[src/rtl/bcd_seq_converter_if.sv]
// ---------------------------------------------------------------------------
// bcd_seq_converter_if
//   Handshake bundle between a request producer / result consumer and the
//   sequential binary-to-BCD converter.
//
//   Parameters
//     BIN_W   width of the binary request value
//     DIGITS  number of BCD digits in the result
//
//   Signals
//     in_valid / in_ready   request handshake
//     bin_in, signed_en     request payload (value, two's complement flag)
//     out_valid / out_ready result handshake
//     bcd_out               result digits, digit k at [4k+3:4k], k=0 = ones
//     neg_out               result is negative (bcd_out holds the magnitude)
//     ovf_out               magnitude did not fit in DIGITS digits
//
//   Modports
//     master  producer/consumer side (testbench or upstream logic)
//     slave   converter side
// ---------------------------------------------------------------------------
interface bcd_seq_converter_if #(
  parameter int BIN_W  = 13,
  parameter int DIGITS = 4
);
  logic                  in_valid;
  logic                  in_ready;
  logic [BIN_W-1:0]      bin_in;
  logic                  signed_en;
  logic                  out_valid;
  logic                  out_ready;
  logic [4*DIGITS-1:0]   bcd_out;
  logic                  neg_out;
  logic                  ovf_out;

  modport master (
    output in_valid, bin_in, signed_en, out_ready,
    input  in_ready, out_valid, bcd_out, neg_out, ovf_out
  );

  modport slave (
    input  in_valid, bin_in, signed_en, out_ready,
    output in_ready, out_valid, bcd_out, neg_out, ovf_out
  );
endinterface

[src/rtl/bcd_seq_converter.sv]
// ---------------------------------------------------------------------------
// bcd_seq_converter
//   Sequential binary-to-BCD converter using the double-dabble algorithm,
//   one magnitude bit per clock. A request is accepted in IDLE, converted in
//   BIN_W SHIFT cycles, and the result is presented in DONE until the
//   consumer takes it.
//
//   Parameters
//     BIN_W   binary input width (1..32)
//     DIGITS  BCD output digits (1..10)
//
//   Ports
//     clk     clock, all state changes on the rising edge
//     rst_n   asynchronous active-low reset
//     bus     bcd_seq_converter_if.slave handshake bundle
//
//   Signed requests are converted as sign + magnitude. When the magnitude
//   exceeds 10^DIGITS-1 the result is the magnitude modulo 10^DIGITS and
//   ovf_out is set.
// ---------------------------------------------------------------------------
module bcd_seq_converter #(
  parameter int BIN_W  = 13,
  parameter int DIGITS = 4
) (
  input  logic               clk,
  input  logic               rst_n,
  bcd_seq_converter_if.slave bus
);

  localparam int ACC_W = 4 * DIGITS;
  localparam int CNT_W = (BIN_W > 1) ? $clog2(BIN_W) : 1;
  localparam logic [CNT_W-1:0] CNT_LAST = CNT_W'(BIN_W - 1);

  typedef enum logic [1:0] {
    IDLE  = 2'd0,
    SHIFT = 2'd1,
    DONE  = 2'd2
  } state_t;

  state_t             state_reg, state_next;
  logic [BIN_W-1:0]   mag_reg,   mag_next;
  logic [ACC_W-1:0]   acc_reg,   acc_next;
  logic [CNT_W-1:0]   cnt_reg,   cnt_next;
  logic               neg_reg,   neg_next;
  logic               ovf_reg,   ovf_next;

  logic [ACC_W-1:0]   acc_adj;
  logic [BIN_W-1:0]   mag_in;
  logic               neg_in;

  // Sign/magnitude split of the incoming request. The most negative value
  // negates to itself, which read as unsigned is exactly 2^(BIN_W-1).
  assign neg_in = bus.signed_en & bus.bin_in[BIN_W-1];
  assign mag_in = neg_in ? (~bus.bin_in + BIN_W'(1)) : bus.bin_in;

  // Double-dabble correction: every digit >= 5 gets +3 so that the
  // following left shift carries correctly into the next decimal digit.
  genvar gi;
  generate
    for (gi = 0; gi < DIGITS; gi++) begin : g_adj
      logic [3:0] digit;
      assign digit = acc_reg[4*gi +: 4];
      assign acc_adj[4*gi +: 4] = (digit >= 4'd5) ? (digit + 4'd3) : digit;
    end
  endgenerate

  always_ff @(posedge clk or negedge rst_n) begin
    if (!rst_n) begin
      state_reg <= IDLE;
      mag_reg   <= '0;
      acc_reg   <= '0;
      cnt_reg   <= '0;
      neg_reg   <= 1'b0;
      ovf_reg   <= 1'b0;
    end else begin
      state_reg <= state_next;
      mag_reg   <= mag_next;
      acc_reg   <= acc_next;
      cnt_reg   <= cnt_next;
      neg_reg   <= neg_next;
      ovf_reg   <= ovf_next;
    end
  end

  always_comb begin
    state_next = state_reg;
    mag_next   = mag_reg;
    acc_next   = acc_reg;
    cnt_next   = cnt_reg;
    neg_next   = neg_reg;
    ovf_next   = ovf_reg;

    case (state_reg)
      IDLE: begin
        if (bus.in_valid) begin
          mag_next   = mag_in;
          neg_next   = neg_in;
          acc_next   = '0;
          ovf_next   = 1'b0;
          cnt_next   = '0;
          state_next = SHIFT;
        end
      end

      SHIFT: begin
        // Whatever leaves the top digit is a multiple of 10^DIGITS; dropping
        // it leaves the result modulo 10^DIGITS and flags the overflow.
        acc_next = {acc_adj[ACC_W-2:0], mag_reg[BIN_W-1]};
        ovf_next = ovf_reg | acc_adj[ACC_W-1];
        mag_next = mag_reg << 1;
        cnt_next = cnt_reg + CNT_W'(1);
        if (cnt_reg == CNT_LAST) begin
          state_next = DONE;
        end
      end

      DONE: begin
        if (bus.out_ready) begin
          state_next = IDLE;
        end
      end

      default: begin
        state_next = IDLE;
      end
    endcase
  end

  // Result outputs are gated by DONE so no partial accumulator is visible.
  assign bus.in_ready  = (state_reg == IDLE);
  assign bus.out_valid = (state_reg == DONE);
  assign bus.bcd_out   = (state_reg == DONE) ? acc_reg : '0;
  assign bus.neg_out   = (state_reg == DONE) ? neg_reg : 1'b0;
  assign bus.ovf_out   = (state_reg == DONE) ? ovf_reg : 1'b0;

endmodule

[src/flat_wrapper.sv]
// flat-port wrapper written by rule: the top's interface ports become plain ports
module bcd_seq_converter_flat 
#(
  parameter int BIN_W  = 13,
  parameter int DIGITS = 4
)
  (clk, rst_n, bus_in_valid, bus_bin_in, bus_signed_en, bus_out_ready, bus_in_ready, bus_out_valid, bus_bcd_out, bus_neg_out, bus_ovf_out);
  bcd_seq_converter_if #(.BIN_W(BIN_W), .DIGITS(DIGITS)) bus_i ();
  input  logic clk;
  input  logic rst_n;
  input wire logic [$bits(bus_i.in_valid)-1:0] bus_in_valid;
  input wire logic [$bits(bus_i.bin_in)-1:0] bus_bin_in;
  input wire logic [$bits(bus_i.signed_en)-1:0] bus_signed_en;
  input wire logic [$bits(bus_i.out_ready)-1:0] bus_out_ready;
  output wire logic [$bits(bus_i.in_ready)-1:0] bus_in_ready;
  output wire logic [$bits(bus_i.out_valid)-1:0] bus_out_valid;
  output wire logic [$bits(bus_i.bcd_out)-1:0] bus_bcd_out;
  output wire logic [$bits(bus_i.neg_out)-1:0] bus_neg_out;
  output wire logic [$bits(bus_i.ovf_out)-1:0] bus_ovf_out;
  assign bus_i.in_valid = bus_in_valid;
  assign bus_i.bin_in = bus_bin_in;
  assign bus_i.signed_en = bus_signed_en;
  assign bus_i.out_ready = bus_out_ready;
  assign bus_in_ready = bus_i.in_ready;
  assign bus_out_valid = bus_i.out_valid;
  assign bus_bcd_out = bus_i.bcd_out;
  assign bus_neg_out = bus_i.neg_out;
  assign bus_ovf_out = bus_i.ovf_out;
  bcd_seq_converter #(.BIN_W(BIN_W), .DIGITS(DIGITS)) u_core (.clk(clk), .rst_n(rst_n), .bus(bus_i));
endmodule
[config.mk]
export PLATFORM = sky130hd
export DESIGN_NAME = bcd_seq_converter_flat
export DESIGN_NICKNAME = d
export VERILOG_FILES = /design/src/rtl/bcd_seq_converter_if.sv /design/src/rtl/bcd_seq_converter.sv /design/src/flat_wrapper.sv
export SDC_FILE = /design/constraint.sdc
export NUM_CORES = 1
export LEC_CHECK = 0
export ABC_CLOCK_PERIOD_IN_PS = 1550
export CAP_MARGIN = 25
export CORE_UTILIZATION = 48
export CTS_CLUSTER_SIZE = 28
export DETAILED_ROUTE_END_ITERATION = 8
export HOLD_SLACK_MARGIN = 0.03
export PLACE_DENSITY = 0.84
export SLEW_MARGIN = 20
export SYNTH_ARGS = -nofsm -noshare
export SYNTH_HDL_FRONTEND = slang
export SYNTH_SLANG_ARGS = --single-unit
[constraint.sdc]
create_clock -name clk -period 1.55 [get_ports clk]
set_input_delay 0.2325 -clock clk [delete_from_list [all_inputs] [get_ports clk]]
set_output_delay 0.2325 -clock clk [all_outputs]
set_load 0.02 [all_outputs]
==> results of run 1 <==
==> cell families (layout without fill, tap and decap cells) <==
family / Yosys count / in the layout / synth area share [%]
DFF: 37 / 37 / 41.8
xor gates and xnor gates: 18 / 18 / 7.12
buffers and inverters: 25 / 102 / 4.86
and+or+nand+nor: 80 / 80 / 18.9
muxes: 5 / 5 / 2.49
AOI/OAI and AO/OA: 65 / 65 / 18.6
adders and majority gates: 11 / 11 / 6.21
==> layout make-up <==
type	instances	area, um2	area share, %
multi-input cells	179	1250	40.4
clock buffers	8	80.1	2.59
well taps	52	65.1	2.11
flip-flops and latches	37	926	30.0
inverters	13	48.8	1.58
repair buffers	81	719	23.3
==> what timing repair did <==
action | 4_1_cts | 5_1_grt
resized for setup | 84 | 45
pin swaps | 0 | 3
endpoints found under the setup margin | 21 | 23
buffers inserted | 0 | 8
hold buffers | 0 | 0
==> worst reg2reg max path: cells and delay by family, from the launching register on <==
| kind | cells | cell delay [ns] |
|---|---|---|
| AOI/OAI and AO/OA | 2 | 0.27 |
| adders and majority gates | 1 | 0.20 |
| buffers and inverters | 1 | 0.11 |
| DFF | 1 | 0.41 |
| muxes | 1 | 0.35 |
| and+or+nand+nor | 1 | 0.08 |
==> synth_stat cells (3+ instances only) <==
cell      instances  share of area (%)
o21ai_1          29                6.6
o31ai_1           4                1.4
and2_1           18                5.1
nor3_1            7                1.6
xnor2_1          13                5.1
mux2_2            4                2.0
a31oi_1           4                1.1
nand3_1          10                2.3
o21ai_0           5                1.1
ha_1             11                6.2
inv_1            13                2.2
xor2_1            5                2.0
buf_2             8                1.8
nor2_1            5               0.85
dfrtp_1          37                 42
a21oi_2           3                1.2
nand2b_1          5                1.4
nand2_1          25                4.2
clkbuf_1          3               0.51
a21oi_1           5                1.1
a22oi_1          11                3.7
==> how the worst max path moves through the flow <==
stage,endpoint,cells after the start,from,slack (ns)
after floorplan,u_core.acc_reg[6],6,u_core.acc_reg[4],0.06
after global placement,u_core.mag_reg[7],6,bus_bin_in[1],-0.14
after detailed placement,u_core.mag_reg[11],6,bus_bin_in[1],-0.25
after CTS,u_core.acc_reg[6],6,u_core.acc_reg[5],0.007
after global routing,bus_bcd_out[15],4,u_core.state_reg[0],-0.03
final,bus_bcd_out[7],4,u_core.state_reg[0],0.05
==> per-layer routing <==
| layer | global-route usage [%] | vias up | share of wire, % |
|---|---|---|---|
| met5 | 0 | - | 0 |
| met4 | 10.4 | 0 | 2.0 |
| met3 | 3.17 | 10 | 3.6 |
| met2 | 39.5 | 49 | 54 |
| met1 | 25.2 | 980 | 40 |
| li1 | - | 988 | - |
==> per-stage QoR <==
stage	hold WS, ns	setup TNS, ns
4_1_cts	0.329	0
6_report	0.325	0
5_1_grt	0.347	-0.179
3_5_place_dp	0.459	-4.08
2_1_floorplan	-0.0631	0
3_3_place_gp	0.454	-2.73
==> power by group <==
part / leakage [nW] / switching [W] / internal, W
registers: 0.474 / 0.000381 / 0.00140
clock network: 0.0395 / 0.000326 / 0.000319
logic: 0.887 / 0.00133 / 0.00140
total: 1.40 / 0.00204 / 0.00312
==> flow_summary.toml, run 1 <==
[worst_setup_path]
critPathArrivalTime_ns = 1.27
rrSetupSlack_ns = 0.07
rr_startpoint = "u_core.acc_reg[13]"
slowest_delay_ns = 0.41
end_kind = "output pin"
critPathTopFamily = "flip-flops"
r2r_cells = 6
cp_max_fo = 12
regToRegEndpoint = "u_core.acc_reg[14]"
path_cells = "nor2b_4, buf_6, and2_1, buf_6"
cpMaxStageDelayCell = "dfrtp_1"
worstSetupPathType = "flip-flop to output pin"
start_kind = "flip-flop"
path_buf_inv = 2
crit_top_cell = "buf_6"
critPathRequiredTime_ns = 1.32

[outcome]
status = "finished, final reports clean"

[power_and_ir_drop]
p_leak_nw = 1.40
peakVddDrop_v = 0.000700
total_power_w = 0.00516
power_density_nw_per_um2 = 1670

[grt]
grt-ovfl-total = 0
grt_antenna_before_repair = 0
grt_max_degree = 38
grt_pass1_wl_um = 8490
grt_pass1_vias = 1925
grt_usage_pct = 21.9

[route]
drtAntennaViolNets = 0
drc = 0
wl_per_cell_um = 13.5
drt-pass1-iter-count = 4
drtIter0Drc = 110
vias = 2027
vias_per_cell = 5.48
drt_wl_total_um = 4980

[clock_network]
htreeDepth = 2
root_buffer = "clkbuf_8"
cts_buffers = 5
insertion_delay_ns = 0.29
cts.reportedPaths.clkPinSlew_ns = 0.07
clk_path_buf_depth = 2
cts_sinks = 37
cts_tree = "done"

[synthesis]
synthFlopType = "dfrtp_1"
yosysWarnings = 0
synth.avg_cell_area_um2 = 9.19
synth_cell_type_count = 33
yosysSeqAreaShare_pct = 41.8
synth_edf_count = 0
async_flop_share_pct = 100
syn-instance-count = 241
ys_seq_elements = 37
synth_area_um2 = 2210
syn_nets = 270

[layout]
synthToLayoutAreaGrowth_pct = 39.4
final_nets = 346
final_common_cell = "buf_4"
largest_reg_flops = 16
utilization_pct = 70.4
design_area_um2 = 3090
final_cells = 370
fill_cells = 340
final_cell_mix = "41 x buf_4, 37 x dfrtp_1, 28 x o21ai_1"
drive_gt1_share_pct = 31.8
n_antenna_cell = 0

[place]
post-place-ws_ns = -0.251
gp_congestion = 0.779
port_buffers = 37
dp_cells = 354
place_area_um2 = 2900
dp_hpwl_um = 3700

[floorplan]
die_y_um = 69.9
row_count = 24
dieArea_um2 = 4890
io_pins = 38
core_um2 = 4380
start_util_pct = 50.5
fp.dieW_um = 69.9

[timing]
finalClockSkew_ns = 0.00356
grt_setup_unrepaired = "true"
finalHoldViolations = 0
fin_ws_ns = 0.0517
worst_pin_slew_ns = 0.355
finalCriticalPeriod_ns = 1.50
setup_viol = 0
fmax_ghz = 0.667
relSlewSlack_pct = 76.3
finalMaxSlewViolations = 0
post-route-period-util_pct = 96.7

[job]
drv_cap = 0

[hold_path]
hp-class = "input pin to async pin"
Power figures use the tool's default switching activity.
==> run 2, diff against run 1 <==
HOLD_SLACK_MARGIN = unset   (was 0.03)
PLACE_DENSITY = 0.83   (was 0.84)
SETUP_SLACK_MARGIN = 0.05   (was unset)
==> run 2 against run 1 <==
The run now ends with setup timing left. Register-to-register slack hardly changed. Fmax shrank 3.6%. Non-clock buffer count up 8. Die area stayed put.
==> flow_summary.toml, run 2 (synthesis gave the netlist of run 1 again) <==
[power_and_ir_drop]
peakVddDrop_v = 0.000693
power_density_nw_per_um2 = 1710
p_leak_nw = 1.52

[layout]
drive_gt1_share_pct = 40.4
n_antenna_cell = 0
design_area_um2 = 3300
largest_reg_flops = 16
final_cell_mix = "47 x buf_4, 36 x dfrtp_1, 25 x nand2_1, 25 x o21ai_1, 21 x buf_6"
final_nets = 355
synthToLayoutAreaGrowth_pct = 48.9
final_common_cell = "buf_4"

[timing]
finalClockSkew_ns = 0.00665
finalMaxSlewViolations = 0
finalHoldViolations = 0
setup_viol = 2
post-route-period-util_pct = 100
fmax_ghz = 0.643
fin_ws_ns = -0.00450
worst_pin_slew_ns = 0.413
finalCriticalPeriod_ns = 1.55
relSlewSlack_pct = 72.4
grt_setup_unrepaired = "true"
setup_tns_ns = -0.00800

[route]
vias = 2121
drt_wl_total_um = 5950
vias_per_cell = 5.60
drc = 0
drt-pass1-iter-count = 4
wl_per_cell_um = 15.7
drtAntennaViolNets = 0
drtIter0Drc = 91

[clock_network]
clk_path_buf_depth = 2
cts.reportedPaths.clkPinSlew_ns = 0.07
cts_buffers = 5
root_buffer = "clkbuf_8"
cts_hold_buf = 0
htreeDepth = 2
insertion_delay_ns = 0.30
cts_tree = "done"
cts_sinks = 37

[worst_setup_path]
end_kind = "output pin"
cp_max_fo = 6
critPathArrivalTime_ns = 1.32
rrSetupSlack_ns = 0.08
critPathRequiredTime_ns = 1.32
worstSetupPathType = "flip-flop to output pin"
rr_startpoint = "u_core.acc_reg[4]"
r2r_cells = 5
start_kind = "flip-flop"
regToRegEndpoint = "u_core.acc_reg[6]"

[grt]
grt-ovfl-total = 0
grt_usage_pct = 22.4
grt_pass1_vias = 1973
grt_antenna_before_repair = 0
grt_max_degree = 38
grt_pass1_wl_um = 8750

[job]
drv_cap = 0

[outcome]
status = "finished, violations left"
violations = "setup timing"

[floorplan]
core_um2 = 4380
start_util_pct = 50.5
row_count = 24
io_pins = 38
fp.dieW_um = 69.9
dieArea_um2 = 4890
die_y_um = 69.9

[place]
post-place-ws_ns = -0.201
port_buffers = 37
dp_hpwl_um = 3700
place_area_um2 = 2910
gp_congestion = 0.783

[hold_path]
hp-class = "input pin to async pin"
run 2: changes by cell type in the layout (fill, tap and decap cells not counted), moves of 4 or more:
cell    previous run  this run
and2_1            16         3
buf_4             41        47
and2_4             2        15
buf_2              6         2
buf_6             13        21
run 2: layer usage:
metal	vias up	part of all wire, %	wire (um)	GRT usage [%]
li1	1013	-	-	-
met1	1028	39	2290	25.4
met2	63	55	3260	41.3
met3	17	3.8	224	3.75
met4	0	2.8	168	8.89
met5	-	0	0	0
run 2: how the worst max path moves through the flow:
stage / slack [ns] / end / depth (start not counted) / start
4_1_cts: 0.02 / bus_bcd_out[12] / 4 / u_core.state_reg[0]
3_3_place_gp: -0.14 / bus_bcd_out[5] / 4 / u_core.state_reg[0]
3_5_place_dp: -0.20 / bus_bcd_out[12] / 4 / u_core.state_reg[1]
6_report: -0.005 / bus_bcd_out[2] / 4 / u_core.state_reg[1]
2_1_floorplan: 0.06 / u_core.acc_reg[6] / 6 / u_core.acc_reg[4]
5_1_grt: -0.05 / bus_bcd_out[8] / 4 / u_core.state_reg[0]
run 2: metrics by stage:
| step | cells | hold WS, ns | utilization [%] | power (W) |
|---|---|---|---|---|
| 6_report | 379 | 0.302 | 75.2 | 0.00565 |
| 3_3_place_gp | 357 | 0.452 | 66.4 | 0.00404 |
| 3_5_place_dp | 357 | 0.463 | 66.4 | 0.00419 |
| 2_1_floorplan | 241 | -0.0631 | - | 0.00330 |
| 4_1_cts | 370 | 0.314 | 68.9 | 0.00513 |
| 5_1_grt | 379 | 0.335 | 75.2 | 0.00605 |
run 2: area by class of cell:
cell class,count,area [um2]
fillers,292,1090
multi-input cells,180,1330
flip-flops and latches,37,927
clock inverters,3,46.3
clock buffers,5,68.8
repair buffers,89,815
inverters,13,48.8
well taps,52,65.1
run 2: what timing repair did:
item	in CTS	in global routing
pin swaps	0	14
resized for setup	100	68
hold endpoints to repair	0	0
setup endpoints to repair	24	47
buffers inserted	5	7
cloned	0	2
run 2: power breakdown:
part / internal (W) / leakage, nW / total (W) / switching [W]
Clock: 0.000481 / 0.0543 / 0.000842 / 0.000361
Sequential: 0.00140 / 0.473 / 0.00177 / 0.000370
Combinational: 0.00152 / 0.990 / 0.00304 / 0.00152
run 2: critical path, cell delays in order, from the launching register on:
cell,delay [ns]
dfrtp_1,0.38
nor2b_4,0.24
buf_6,0.15
and2_1,0.14
buf_6,0.11
==> run 3, diff against run 2 <==
ABC_CLOCK_PERIOD_IN_PS = 1600   (was 1550)
CORE_UTILIZATION = 53   (was 48)
PLACE_DENSITY = 0.87   (was 0.83)
clock period = 1.6 ns   (was 1.55 ns; I/O delays follow)
==> run 3 against run 2 <==
The run now ends clean. Combinational power down 20%. Wire length decreased by 13%. Die area shrank 9.2%. Worst hold slack better by 0.011 ns. First-iteration DRC count increased by 51%. Via count is 4.9% lower. Worst setup slack improved by 0.085 ns. Core utilization is 0.62 points higher. Global-route usage increased by 2.3 points.
==> flow_summary.toml, run 3 (synthesis gave the netlist of run 1 again) <==
[grt]
grt_usage_pct = 24.7
grt-ovfl-total = 0
grt_max_degree = 38
grt_pass1_wl_um = 8270
grt_pass1_vias = 1885
grt_antenna_before_repair = 0

[timing]
worst_pin_slew_ns = 0.617
relSlewSlack_pct = 58.8
post-route-period-util_pct = 95.0
finalClockSkew_ns = 0.00315
grt_setup_unrepaired = "true"
fmax_ghz = 0.658
setup_viol = 0
finalMaxSlewViolations = 0
finalCriticalPeriod_ns = 1.52
whs_ns = 0.312
fin_ws_ns = 0.0807
finalHoldViolations = 0

[layout]
drive_gt1_share_pct = 29.3
synthToLayoutAreaGrowth_pct = 36.9
final_nets = 339
n_antenna_cell = 0
final_cell_mix = "37 x buf_4, 37 x dfrtp_1, 28 x o21ai_1"
largest_reg_flops = 16

[job]
drv_cap = 0

[worst_setup_path]
end_kind = "output pin"
r2r_cells = 6
critPathArrivalTime_ns = 1.28
path_cells = "nor2b_4, buf_12, and2_1, buf_4"
start_kind = "flip-flop"
slowest_delay_ns = 0.40
critPathRequiredTime_ns = 1.36
cpMaxStageDelayCell = "dfrtp_1"
rr_startpoint = "u_core.acc_reg[9]"
rrSetupSlack_ns = 0.09
worstSetupPathType = "flip-flop to output pin"
cp_max_fo = 20
crit_end = "bus_bcd_out[7]"
regToRegEndpoint = "u_core.acc_reg[10]"
critPathLaunch = "u_core.state_reg[1]"

[hold_path]
hp-class = "input pin to async pin"

[route]
drc = 0
drt_wl_total_um = 5170
vias_per_cell = 5.59
drt-pass1-iter-count = 4
vias = 2017
drtAntennaViolNets = 0
wl_per_cell_um = 14.3
drtIter0Drc = 137

[place]
dp_hpwl_um = 3440
port_buffers = 37
post-place-ws_ns = -0.195
gp_congestion = 0.793

[power_and_ir_drop]
power_density_nw_per_um2 = 1650
peakVddDrop_v = 0.000794
p_leak_nw = 1.39

[clock_network]
insertion_delay_ns = 0.29
clk_path_buf_depth = 2
cts.reportedPaths.clkPinSlew_ns = 0.07
cts_buffers = 5
cts_tree = "done"
htreeDepth = 2
cts_sinks = 37
cts_hold_buf = 0
root_buffer = "clkbuf_8"

[floorplan]
core_um2 = 4000
io_pins = 38
dieArea_um2 = 4440
start_util_pct = 55.4
fp.dieW_um = 66.6
row_count = 23
die_y_um = 66.6

[outcome]
status = "finished, final reports clean"
[run 3: worst min path at each step]
stage                         end  cells past startpoint              start
2_1_floorplan   u_core.acc_reg[0]                      0              rst_n
3_3_place_gp    u_core.cnt_reg[3]                      1  u_core.cnt_reg[3]
3_5_place_dp    u_core.cnt_reg[3]                      1  u_core.cnt_reg[3]
4_1_cts        u_core.acc_reg[13]                      2              rst_n
5_1_grt        u_core.acc_reg[15]                      2              rst_n
6_report       u_core.acc_reg[13]                      2              rst_n
[run 3: repair_timing]
item / CTS / global route
hold endpoints to repair: 0 / 0
cloned: 0 / 1
pin swaps: 0 / 4
setup buffers: 1 / 5
gates resized for setup: 80 / 44
endpoints found under the setup margin: 22 / 27
[run 3: area by class of cell]
class | count | area, um2
flip-flops and latches | 37 | 926
clock inverters | 2 | 37.5
repair buffers | 73 | 651
multi-input cells | 180 | 1220
well taps | 50 | 62.6
clock buffers | 6 | 82.6
fillers | 285 | 967
inverters | 13 | 48.8
[run 3: report_power, final]
part | internal (W) | switching (W)
Clock | 0.000507 | 0.000343
Sequential | 0.00135 | 0.000379
Combinational | 0.00119 | 0.00125
[run 3: critical path, delay by kind of cell, from the launching register on]
kind          cells  cell delay, ns
simple gates      2            0.30
buf+inv           2            0.29
flops             1            0.40
[run 3: per-layer routing]
| metal | up-vias | global-route usage, % | wire length, um |
|---|---|---|---|
| met5 | - | 0 | 0 |
| met4 | 0 | 8.24 | 96 |
| met3 | 12 | 4.11 | 203 |
| met2 | 63 | 46.2 | 2770 |
| met1 | 964 | 27.9 | 2100 |
| li1 | 978 | - | - |
[run 3: through the flow]
step	setup TNS [ns]	instances	cell area, um2	util [%]	total power [W]
global placement	-1.89	346	2840	71.0	0.00381
detailed placement	-2.86	346	2840	71.0	0.00392
global route	-0.0137	361	3030	75.8	0.00542
finish	0	361	3030	75.8	0.00502
CTS	0	355	2880	71.9	0.00482
floorplan	0	241	2210	-	0.00320
